**config.mk**
```make
export PLATFORM = sky130hd
export DESIGN_NAME = uart_memif_bridge_flat
export DESIGN_NICKNAME = d
export VERILOG_FILES = /design/src/rtl/uart_memif_bridge_if.sv /design/src/rtl/uart_memif_bridge.sv /design/src/flat_wrapper.sv
export SDC_FILE = /design/constraint.sdc
export NUM_CORES = 1
export LEC_CHECK = 0
export BUFFER_PORTS_ARGS = -buffer_cell sky130_fd_sc_hd__buf_2
export CORE_AREA = 3 3 106 108
export DETAILED_ROUTE_END_ITERATION = 8
export DIE_AREA = 0 0 109 111
export PLACE_DENSITY = 0.74
export SETUP_SLACK_MARGIN = 0.15
export SLEW_MARGIN = 20
export SYNTH_ARGS = -nofsm -noshare
export SYNTH_HDL_FRONTEND = slang
export SYNTH_SLANG_ARGS = --single-unit
```
**constraint.sdc**
```tcl
create_clock -name g_clk -period 3.3 [get_ports g_clk]
set_input_delay 0.33 -clock g_clk [delete_from_list [all_inputs] [get_ports g_clk]]
set_output_delay 0.33 -clock g_clk [all_outputs]
set_load 0.02 [all_outputs]
```
**src/rtl/uart_memif_bridge_if.sv**
```systemverilog
// scarv_ccx_memif: word-wide request/grant memory bus used by the CCX interconnect.
// REQ is the initiator view, RSP the target view.
interface scarv_ccx_memif;
    logic        req;
    logic        wen;
    logic [3:0]  strb;
    logic [31:0] addr;
    logic [31:0] wdata;
    logic        gnt;
    logic [31:0] rdata;
    logic        error;

    modport REQ (output req, wen, strb, addr, wdata, input gnt, rdata, error);
    modport RSP (input req, wen, strb, addr, wdata, output gnt, rdata, error);
endinterface

```
**src/rtl/uart_memif_bridge.sv**
```systemverilog
// UART byte-stream to scarv_ccx_memif bridge: decodes read/write command frames, masters one
// word access each and replies with data and status. UART_MEMIF_BRIDGE_TIMEOUT_EN adds a frame timeout.
module uart_memif_bridge #(
    parameter int unsigned TIMEOUT_CYCLES = 5_000_000
) (
    input  logic        g_clk,
    input  logic        g_reset,
    output logic        g_clk_req,
    input  logic        rx_valid,
    input  logic [7:0]  rx_data,
    output logic        tx_en,
    output logic [7:0]  tx_data,
    input  logic        tx_busy,
    output logic        busy,
    scarv_ccx_memif.REQ memif
);

    localparam logic [2:0] StIdle   = 3'd0;
    localparam logic [2:0] StAddr   = 3'd1;
    localparam logic [2:0] StWdata  = 3'd2;
    localparam logic [2:0] StBusReq = 3'd3;
    localparam logic [2:0] StBusRsp = 3'd4;
    localparam logic [2:0] StTxData = 3'd5;
    localparam logic [2:0] StTxStat = 3'd6;

    localparam logic [7:0] CmdRead  = 8'h01;
    localparam logic [7:0] CmdWrite = 8'h02;

    logic [2:0]  state_q, state_d;
    logic [1:0]  cnt_q;
    logic        write_q;
    logic        bad_q;
    logic        err_q;
    logic        ovr_q;
    logic [31:0] addr_q;
    logic [31:0] wdata_q;
    logic [31:0] rdata_q;

    logic        cmd_ok;
    logic        in_rx_phase;
    logic        rx_discard;
    logic        tx_go;
    logic        cnt_inc;
    logic        tmo_hit;
    logic [7:0]  stat_byte;

    assign cmd_ok      = (rx_data == CmdRead) || (rx_data == CmdWrite);
    assign in_rx_phase = (state_q == StAddr) || (state_q == StWdata);
    assign rx_discard  = rx_valid && (state_q != StIdle) && !in_rx_phase;
    assign tx_go       = ((state_q == StTxData) || (state_q == StTxStat)) && !tx_busy && !tx_en;
    assign stat_byte   = bad_q ? 8'hFF : {6'b0, ovr_q, err_q};
    assign cnt_inc     = (in_rx_phase && rx_valid) || ((state_q == StTxData) && tx_go);

`ifdef UART_MEMIF_BRIDGE_TIMEOUT_EN
    logic [31:0] tmo_q;

    // Counts idle cycles between bytes; fires on the TIMEOUT_CYCLES-th silent cycle.
    assign tmo_hit = in_rx_phase && !rx_valid && (tmo_q == TIMEOUT_CYCLES - 1);

    always_ff @(posedge g_clk or posedge g_reset) begin
        if (g_reset) begin
            tmo_q <= '0;
        end else if (rx_valid || !in_rx_phase) begin
            tmo_q <= '0;
        end else begin
            tmo_q <= tmo_q + 32'd1;
        end
    end
`else
    assign tmo_hit = 1'b0;
`endif

    always_comb begin
        state_d = state_q;
        case (state_q)
            StIdle: begin
                if (rx_valid) state_d = cmd_ok ? StAddr : StTxStat;
            end
            StAddr: begin
                if (tmo_hit) state_d = StIdle;
                else if (rx_valid && cnt_q == 2'd3) state_d = write_q ? StWdata : StBusReq;
            end
            StWdata: begin
                if (tmo_hit) state_d = StIdle;
                else if (rx_valid && cnt_q == 2'd3) state_d = StBusReq;
            end
            StBusReq: begin
                if (memif.gnt) state_d = StBusRsp;
            end
            StBusRsp: state_d = write_q ? StTxStat : StTxData;
            StTxData: begin
                if (tx_go && cnt_q == 2'd3) state_d = StTxStat;
            end
            StTxStat: begin
                if (tx_go) state_d = StIdle;
            end
            default: state_d = StIdle;
        endcase
    end

    always_ff @(posedge g_clk or posedge g_reset) begin
        if (g_reset) begin
            state_q <= StIdle;
            cnt_q   <= 2'd0;
            write_q <= 1'b0;
            bad_q   <= 1'b0;
            err_q   <= 1'b0;
            ovr_q   <= 1'b0;
            addr_q  <= '0;
            wdata_q <= '0;
            rdata_q <= '0;
            tx_en   <= 1'b0;
            tx_data <= '0;
        end else begin
            state_q <= state_d;
            // Counter restarts at every phase change; a full phase wraps it back to zero anyway.
            if (state_d != state_q) cnt_q <= 2'd0;
            else if (cnt_inc)       cnt_q <= cnt_q + 2'd1;

            tx_en <= tx_go;
            if (tx_go) tx_data <= (state_q == StTxData) ? rdata_q[{cnt_q, 3'b000} +: 8] : stat_byte;

            case (state_q)
                StIdle: begin
                    if (rx_valid) begin
                        write_q <= (rx_data == CmdWrite);
                        bad_q   <= !cmd_ok;
                    end
                end
                StAddr: begin
                    if (rx_valid) addr_q[{cnt_q, 3'b000} +: 8] <= rx_data;
                end
                StWdata: begin
                    if (rx_valid) wdata_q[{cnt_q, 3'b000} +: 8] <= rx_data;
                end
                StBusRsp: begin
                    if (!write_q) rdata_q <= memif.rdata;
                    err_q <= memif.error;
                end
                default: ;
            endcase

            if (state_d == StIdle && state_q != StIdle) ovr_q <= 1'b0;
            else if (rx_discard)                         ovr_q <= 1'b1;
        end
    end

    assign memif.req   = (state_q == StBusReq);
    assign memif.wen   = memif.req && write_q;
    assign memif.strb  = memif.req ? 4'hF : 4'h0;
    assign memif.addr  = addr_q & 32'hFFFF_FFFC;
    assign memif.wdata = wdata_q;

    assign busy      = (state_q != StIdle);
    assign g_clk_req = busy || rx_valid;

endmodule

```
**src/flat_wrapper.sv**
```systemverilog
// flat-port wrapper written by rule: the top's interface ports become plain ports
module uart_memif_bridge_flat 
#(
    parameter int unsigned TIMEOUT_CYCLES = 5_000_000
)
  (g_clk, g_reset, g_clk_req, rx_valid, rx_data, tx_en, tx_data, tx_busy, busy, memif_req, memif_wen, memif_strb, memif_addr, memif_wdata, memif_gnt, memif_rdata, memif_error);
  scarv_ccx_memif memif_i ();
  input  logic g_clk;
  input  logic g_reset;
  output logic g_clk_req;
  input  logic rx_valid;
  input  logic [7:0] rx_data;
  output logic tx_en;
  output logic [7:0] tx_data;
  input  logic tx_busy;
  output logic busy;
  output wire logic [$bits(memif_i.req)-1:0] memif_req;
  output wire logic [$bits(memif_i.wen)-1:0] memif_wen;
  output wire logic [$bits(memif_i.strb)-1:0] memif_strb;
  output wire logic [$bits(memif_i.addr)-1:0] memif_addr;
  output wire logic [$bits(memif_i.wdata)-1:0] memif_wdata;
  input wire logic [$bits(memif_i.gnt)-1:0] memif_gnt;
  input wire logic [$bits(memif_i.rdata)-1:0] memif_rdata;
  input wire logic [$bits(memif_i.error)-1:0] memif_error;
  assign memif_req = memif_i.req;
  assign memif_wen = memif_i.wen;
  assign memif_strb = memif_i.strb;
  assign memif_addr = memif_i.addr;
  assign memif_wdata = memif_i.wdata;
  assign memif_i.gnt = memif_gnt;
  assign memif_i.rdata = memif_rdata;
  assign memif_i.error = memif_error;
  uart_memif_bridge #(.TIMEOUT_CYCLES(TIMEOUT_CYCLES)) u_core (.g_clk(g_clk), .g_reset(g_reset), .g_clk_req(g_clk_req), .rx_valid(rx_valid), .rx_data(rx_data), .tx_en(tx_en), .tx_data(tx_data), .tx_busy(tx_busy), .busy(busy), .memif(memif_i));
endmodule
```
==> results of run 1 <==
==> sequential cells by signal, summed over array words and instances (netlist names), 2 cells and up <==
signal,count
u_core.memif.wdata,32
u_core.rdata_q,32
u_core.addr_q,30
u_core.tx_data,8
u_core.state_q,3
u_core.cnt_q,2
==> layout by cell type, fill, tap and decap left out, types with 2 or more instances in the layout <==
cell type   instances
buf_2             124
dfrtp_1           112
nand2_1           107
o21ai_0            70
mux2_2             31
clkbuf_8            9
mux4_2              8
a221o_1             6
nor2_1              6
buf_4               6
inv_1               5
nor3b_1             4
nor4_1              4
or3_1               4
ha_1                4
nor3_1              3
nor2b_1             2
nand3b_1            2
xnor2_1             2
or2_2               2
a211oi_1            2
clkinvlp_4          2
mux2_1              2
conb_1              2
inv_6               2
clkinv_4            2
==> path summary, 6_finish.rpt <==
check                                        from                     end  slack [ns]
max                               u_core.cnt_q[0]  u_core.memif.wdata[14]        0.96
min                                       g_reset       u_core.addr_q[25]        0.11
max reg2reg                       u_core.cnt_q[0]  u_core.memif.wdata[14]        0.96
min reg2reg                u_core.memif.wdata[31]  u_core.memif.wdata[31]        0.48
max in group asynchronous                 g_reset            u_core.tx_en        2.23
min in group g_clk                memif_rdata[24]      u_core.rdata_q[24]        0.19
==> synthesized netlist by cell type (6+ instances only) <==
master / count
buf_4: 7
clkbuf_1: 12
inv_1: 6
dfrtp_1: 112
nor2_1: 6
a221o_1: 6
nand2_1: 107
mux2_2: 31
mux4_2: 8
o21ai_0: 71
==> metal layers <==
metal  GRT usage (%)  up-vias  part of all wire (%)  routed length [um]
met3            4.37        6                   7.8                 877
met5               0        -                     0                   0
li1                -     1722                     -                   -
met4            4.12        0                  0.57                  64
met1            28.0     1727                    45                5040
met2            28.7      122                    46                5190
==> power groups by stage <==
stage                     registers [W]  logic, W  clock network (W)
after floorplan                 0.00212   0.00109                  0
after global placement          0.00207   0.00152                  0
after detailed placement        0.00209   0.00157                  0
after CTS                       0.00207   0.00157           0.000842
after global routing            0.00213   0.00171           0.000914
final                           0.00207   0.00155           0.000814
==> cells by family (layout without fill, tap and decap cells) <==
family,count (synthesis),count (layout)
simple gates,150,150
flops,112,112
compound gates,88,88
mux,42,42
buf+inv,30,152
fa+ha+maj,4,4
xor+xnor,2,2
other cells,1,2
==> per-stage QoR <==
stage                     hold WS, ns  worst slack (ns)  total power (W)
after global placement          0.456              1.09          0.00359
final                           0.114             0.962          0.00443
after global routing            0.171             0.628          0.00475
after floorplan                 0.453              1.21          0.00321
after detailed placement        0.466             0.951          0.00366
after CTS                       0.124             0.910          0.00448
==> cell type report <==
| type | instances | area [um2] | share of cell area, % |
|---|---|---|---|
| sequential | 112 | 2800 | 48.8 |
| inverter | 6 | 26.3 | 0.458 |
| timing repair buffer | 130 | 666 | 11.6 |
| clock inverter | 7 | 77.6 | 1.35 |
| clock buffer | 9 | 124 | 2.16 |
| multi-input combinational | 288 | 1870 | 32.7 |
| tap | 136 | 170 | 2.96 |
==> worst max-delay path, cell delays in order, from the launching register on <==
cell and delay (ns):
dfrtp_1 0.74, inv_1 0.25, ha_1 0.42, nor3b_2 0.51, nand2_1 0.13, o21ai_0 0.19
==> results_dict.tcl, run 1 <==
set metrics [dict create \
    status "completed" \
    power_leakage_nw 2.75 \
    p_comb_share_pct 35.0 \
    irDropWorstVdd_mv 0.399 \
    cts.reportedPaths.clkPinSlew_ns 0.11 \
    die_h_um 111 \
    muxShareOfSynthArea_pct 11.7 \
    clk_latency_ns 0.36 \
    ctsHoldBuffers 0 \
    gp_congestion 0.836 \
    critPathCaptureType "flip-flop" \
    switching_power_w 0.00157 \
    synth_top_family_by_area "simple AND/OR/NAND/NOR gates" \
    path_max_fanout 13 \
    synth_ff_type "dfrtp_1" \
    post_cts_buffers 0 \
    track_usage_pct 19.0 \
    synth-edff-count 0 \
    synthCells 429 \
    netSwitchingFraction_pct 35.5 \
    slew_headroom_pct 43.6 \
    grt_max_degree 41 \
    numCtsBuffers 9 \
    drtPass1Iterations 4 \
    place_area_um2 5540 \
    first_global_vias 3493 \
    utilization_pct 55.6 \
    synthAdderAreaFrac_pct 1.04 \
    postSynthAreaPerCell_um2 11.2 \
    diodes 0 \
    detailed_place_hpwl_um 8340 \
    cts_resized 0 \
    die_area_um2 12100 \
    dpl.cell_count 672 \
    worst_r2r_path_depth 5 \
    routedWlPerCell_um 16.2 \
    drv_slew 0 \
    vias_per_cell 5.20 \
    synth-compound-area-share_pct 10.7 \
    maxCapViolCount 0 \
    fillCellCount 901 \
    final_cell_area_um2 5740 \
    htreeDepth 3 \
    required_ns 3.58 \
    area_delta_synth_final_pct 19.2 \
    arrival_ns 2.62 \
    yosysTopAreaCell "dfrtp_1" \
    core_um2 10300 \
    grt_pass1_wl_um 18200 \
    synth_xor_area_share_pct 0.364 \
    clk_path_buf_depth 2 \
    p_per_area_nw_per_um2 771 \
    nNetsFinal 597 \
    rsz0062_at_grt "no" \
    ant_nets 0 \
    cts-root-buf "clkbuf_8" \
    stdcell_count 688 \
    ioPinCount 127 \
    intPower_w 0.00285 \
    dr_total_vias 3577 \
    drc 0 \
    p_seq_share_pct 46.6 \
    antenna_found_initial 0 \
    ys_seq_area_share_pct 58.2 \
    cts.sinks 112 \
    port_buffers 124 \
    p_clk_share_pct 18.4 \
    async_flop_share_pct 100 \
    finalSetupViolations 0 \
    synth_cell_types 50 \
    min_period_ns 2.34 \
    startpoint_type "flip-flop" \
    die_w_um 109 \
    tightest_slew_ns 0.845 \
    hold_class "input port to asynchronous set/reset pin" \
    synthSimpleGateAreaFrac_pct 15.0 \
    hold_viol 0 \
    initial_core_util_pct 46.7 \
    yosysTopAreaCellShare_pct 58.2 \
    finalClockSkew_ns 0.0136 \
    final.period_utilization_pct 70.9 \
    drt_iter0_drc 223 \
    synth_seq_cells 112 \
    synthTopCellsByArea "dfrtp_1 58%, nand2_1 8.3%, o21ai_0 7.4%" \
    synthesis.area_um2 4820 \
    criticalPathCategory "flip-flop to flip-flop" \
    totalWireLength_um 11200 \
    setup_tns_ns 0 \
    cts_tree "yes" \
    placementRows 37 \
    grt_overflow_total 0 \
    drive_gt1_share_pct 35.3 \
    yosys_warnings 0 \
    clock.fmax_ghz 0.428 \
]
Note: power is estimated with default switching activity, not from simulation.
==> run 2: changes to the inputs <==
==> constraint.sdc (replaced) <==
create_clock -name g_clk -period 2 [get_ports g_clk]
set_input_delay 0.2 -clock g_clk [delete_from_list [all_inputs] [get_ports g_clk]]
set_output_delay 0.2 -clock g_clk [all_outputs]
set_load 0.02 [all_outputs]
==> run 2 against run 1 <==
  * Final cell count increased by 3.2%
  * Flip-flop and latch count unchanged
  * Total power increased by 72%
  * Global-route usage about the same
  * First-iteration DRC count increased by 3.6%
  * Combinational power increased by 97%
  * Design area increased by 4.7%
  * Utilization increased by 2.6 points
  * Sequential share of layout area decreased by 2.1 points
==> results_dict.tcl, run 2 (synthesized netlist as in run 1, its figures left out) <==
set metrics [dict create \
    reg2reg_setup_slack_ns 0.15 \
    p_per_area_nw_per_um2 1270 \
    fillCellCount 900 \
    initial_core_util_pct 46.7 \
    core_um2 10300 \
    ioPinCount 127 \
    nNetsFinal 619 \
    irDropWorstVdd_mv 0.688 \
    reg2reg_from "u_core.state_q[0]" \
    rsz0062_at_grt "yes" \
    hold_class "input port to flip-flop" \
    routedWlPerCell_um 16.0 \
    placementRows 37 \
    multi_input_area_um2 1940 \
    vias_per_cell 5.29 \
    hold_viol 0 \
    dr_total_vias 3754 \
    power_leakage_nw 2.89 \
    drv_slew 0 \
    cts.reportedPaths.clkPinSlew_ns 0.11 \
    whs_endpoint "u_core.rdata_q[29]" \
    startpoint_type "flip-flop" \
    final.period_utilization_pct 94.4 \
    htreeDepth 3 \
    crit_path_frequent_cell "buf_6" \
    clk_path_buf_depth 2 \
    r2r-end "u_core.memif.wdata[8]" \
    holdPathStages 2 \
    maxCapViolCount 0 \
    critPathCaptureType "primary output" \
    min_period_ns 1.89 \
    finalClockSkew_ns 0.0128 \
    intPower_w 0.00486 \
    clk_latency_ns 0.37 \
    antenna_found_initial 0 \
    drc 0 \
    slowest_stage "dfrtp_1" \
    place_area_um2 5650 \
    drtPass1Iterations 5 \
    register_area_um2 2810 \
    diodes 0 \
    die_h_um 111 \
    die_w_um 109 \
    ant_nets 0 \
    final_cell_area_um2 6010 \
    p_clk_share_pct 16.8 \
    port_buffers 124 \
    numCtsBuffers 9 \
    arrival_ns 1.69 \
    cts-root-buf "clkbuf_8" \
    min_from "memif_rdata[29]" \
    first_global_vias 3692 \
    setup_tns_ns 0 \
    totalWireLength_um 11400 \
    gp_congestion 0.846 \
    clock.fmax_ghz 0.529 \
    criticalPathCategory "flip-flop to primary output" \
    final_cell_mix "123 x buf_2, 110 x dfrtp_1, 104 x nand2_1" \
    netSwitchingFraction_pct 36.1 \
    path_max_fanout 8 \
    required_ns 1.80 \
    grt_overflow_total 0 \
    status "completed" \
    cts_tree "yes" \
    grt_max_degree 58 \
    track_usage_pct 19.0 \
    crit_chain "buf_6 -> or3_4 -> or2_4 -> buf_6" \
    grt_pass1_wl_um 18300 \
    slowest_delay_ns 0.41 \
    p_seq_share_pct 42.9 \
    final_common_cell "buf_2" \
    die_area_um2 12100 \
    p_comb_share_pct 40.2 \
    cts.sinks 112 \
    detailed_place_hpwl_um 8320 \
    finalSetupViolations 0 \
    drt_iter0_drc 231 \
    worst_r2r_path_depth 6 \
    switching_power_w 0.00274 \
    area_delta_synth_final_pct 24.8 \
    drive_gt1_share_pct 39.9 \
]
-- run 2: changes by cell type in the layout (fill, tap and decap cells not counted), moves of 3 or more --
cell     previous run  this run
buf_12              0         3
buf_6               0         3
nand2_1           107       104
buf_4               6        22
nand2_2             0         3
-- run 2: stage by stage --
step / std cells / total power [W] / setup WS (ns) / hold slack (ns) / util (%)
global route: 710 / 0.00812 / 0.0387 / 0.0414 / 58.2
floorplan: 430 / 0.00531 / 0.163 / 0.335 / -
CTS: 702 / 0.00753 / 0.0650 / 0.0369 / 57.2
detailed placement: 681 / 0.00616 / 0.0740 / 0.180 / 54.7
global placement: 681 / 0.00603 / 0.122 / 0.171 / 54.7
finish: 710 / 0.00760 / 0.111 / 0.0572 / 58.2
-- run 2: repair_timing --
item                                    CTS  global route
hold endpoints to repair                 10             0
setup buffers                             4             8
hold buffers                              1             0
pin swaps                                 1             5
gates resized for setup                   8            13
endpoints found under the setup margin   34            89
-- run 2: power groups by stage --
stage	Clock (W)	Combinational (W)	Sequential, W
2_1_floorplan	0	0.00181	0.00350
3_3_place_gp	0	0.00277	0.00326
3_5_place_dp	0	0.00285	0.00331
4_1_cts	0.00131	0.00295	0.00327
5_1_grt	0.00141	0.00336	0.00335
6_report	0.00128	0.00306	0.00327
-- run 2: worst max-delay path: cells and delay by family, from the launching register on --
kind | cells | cell delay, ns
flops | 1 | 0.41
buf+inv | 2 | 0.27
simple gates | 2 | 0.63
-- run 2: area by class of cell --
cell class	count	share of cell area (%)
Sequential cell	112	46.7
Multi-Input combinational cell	288	32.3
Timing Repair Buffer	152	14.7
Tap cell	136	2.83
Clock buffer	10	2.12
Clock inverter	6	0.916
Inverter	6	0.437
-- run 2: worst max path at each step --
stage                            startpoint                      to  slack, ns  depth (start not counted)
after floorplan             u_core.cnt_q[0]       u_core.addr_q[31]       0.16                          6
after global placement    u_core.state_q[2]       u_core.state_q[0]       0.12                          5
after detailed placement    u_core.cnt_q[0]  u_core.memif.wdata[11]       0.07                          5
after CTS                 u_core.state_q[1]               g_clk_req       0.07                          4
after global routing      u_core.state_q[0]   u_core.memif.wdata[8]       0.04                          6
final                     u_core.state_q[1]               g_clk_req       0.11                          4
-- run 2: metal layers --
metal / vias to the layer above / share of wire [%] / global-route usage [%]
met1: 1832 / 44 / 25.9
met2: 135 / 47 / 29.6
met3: 16 / 7.7 / 4.78
li1: 1771 / - / -
met4: 0 / 1.5 / 5.89
met5: - / 0 / 0
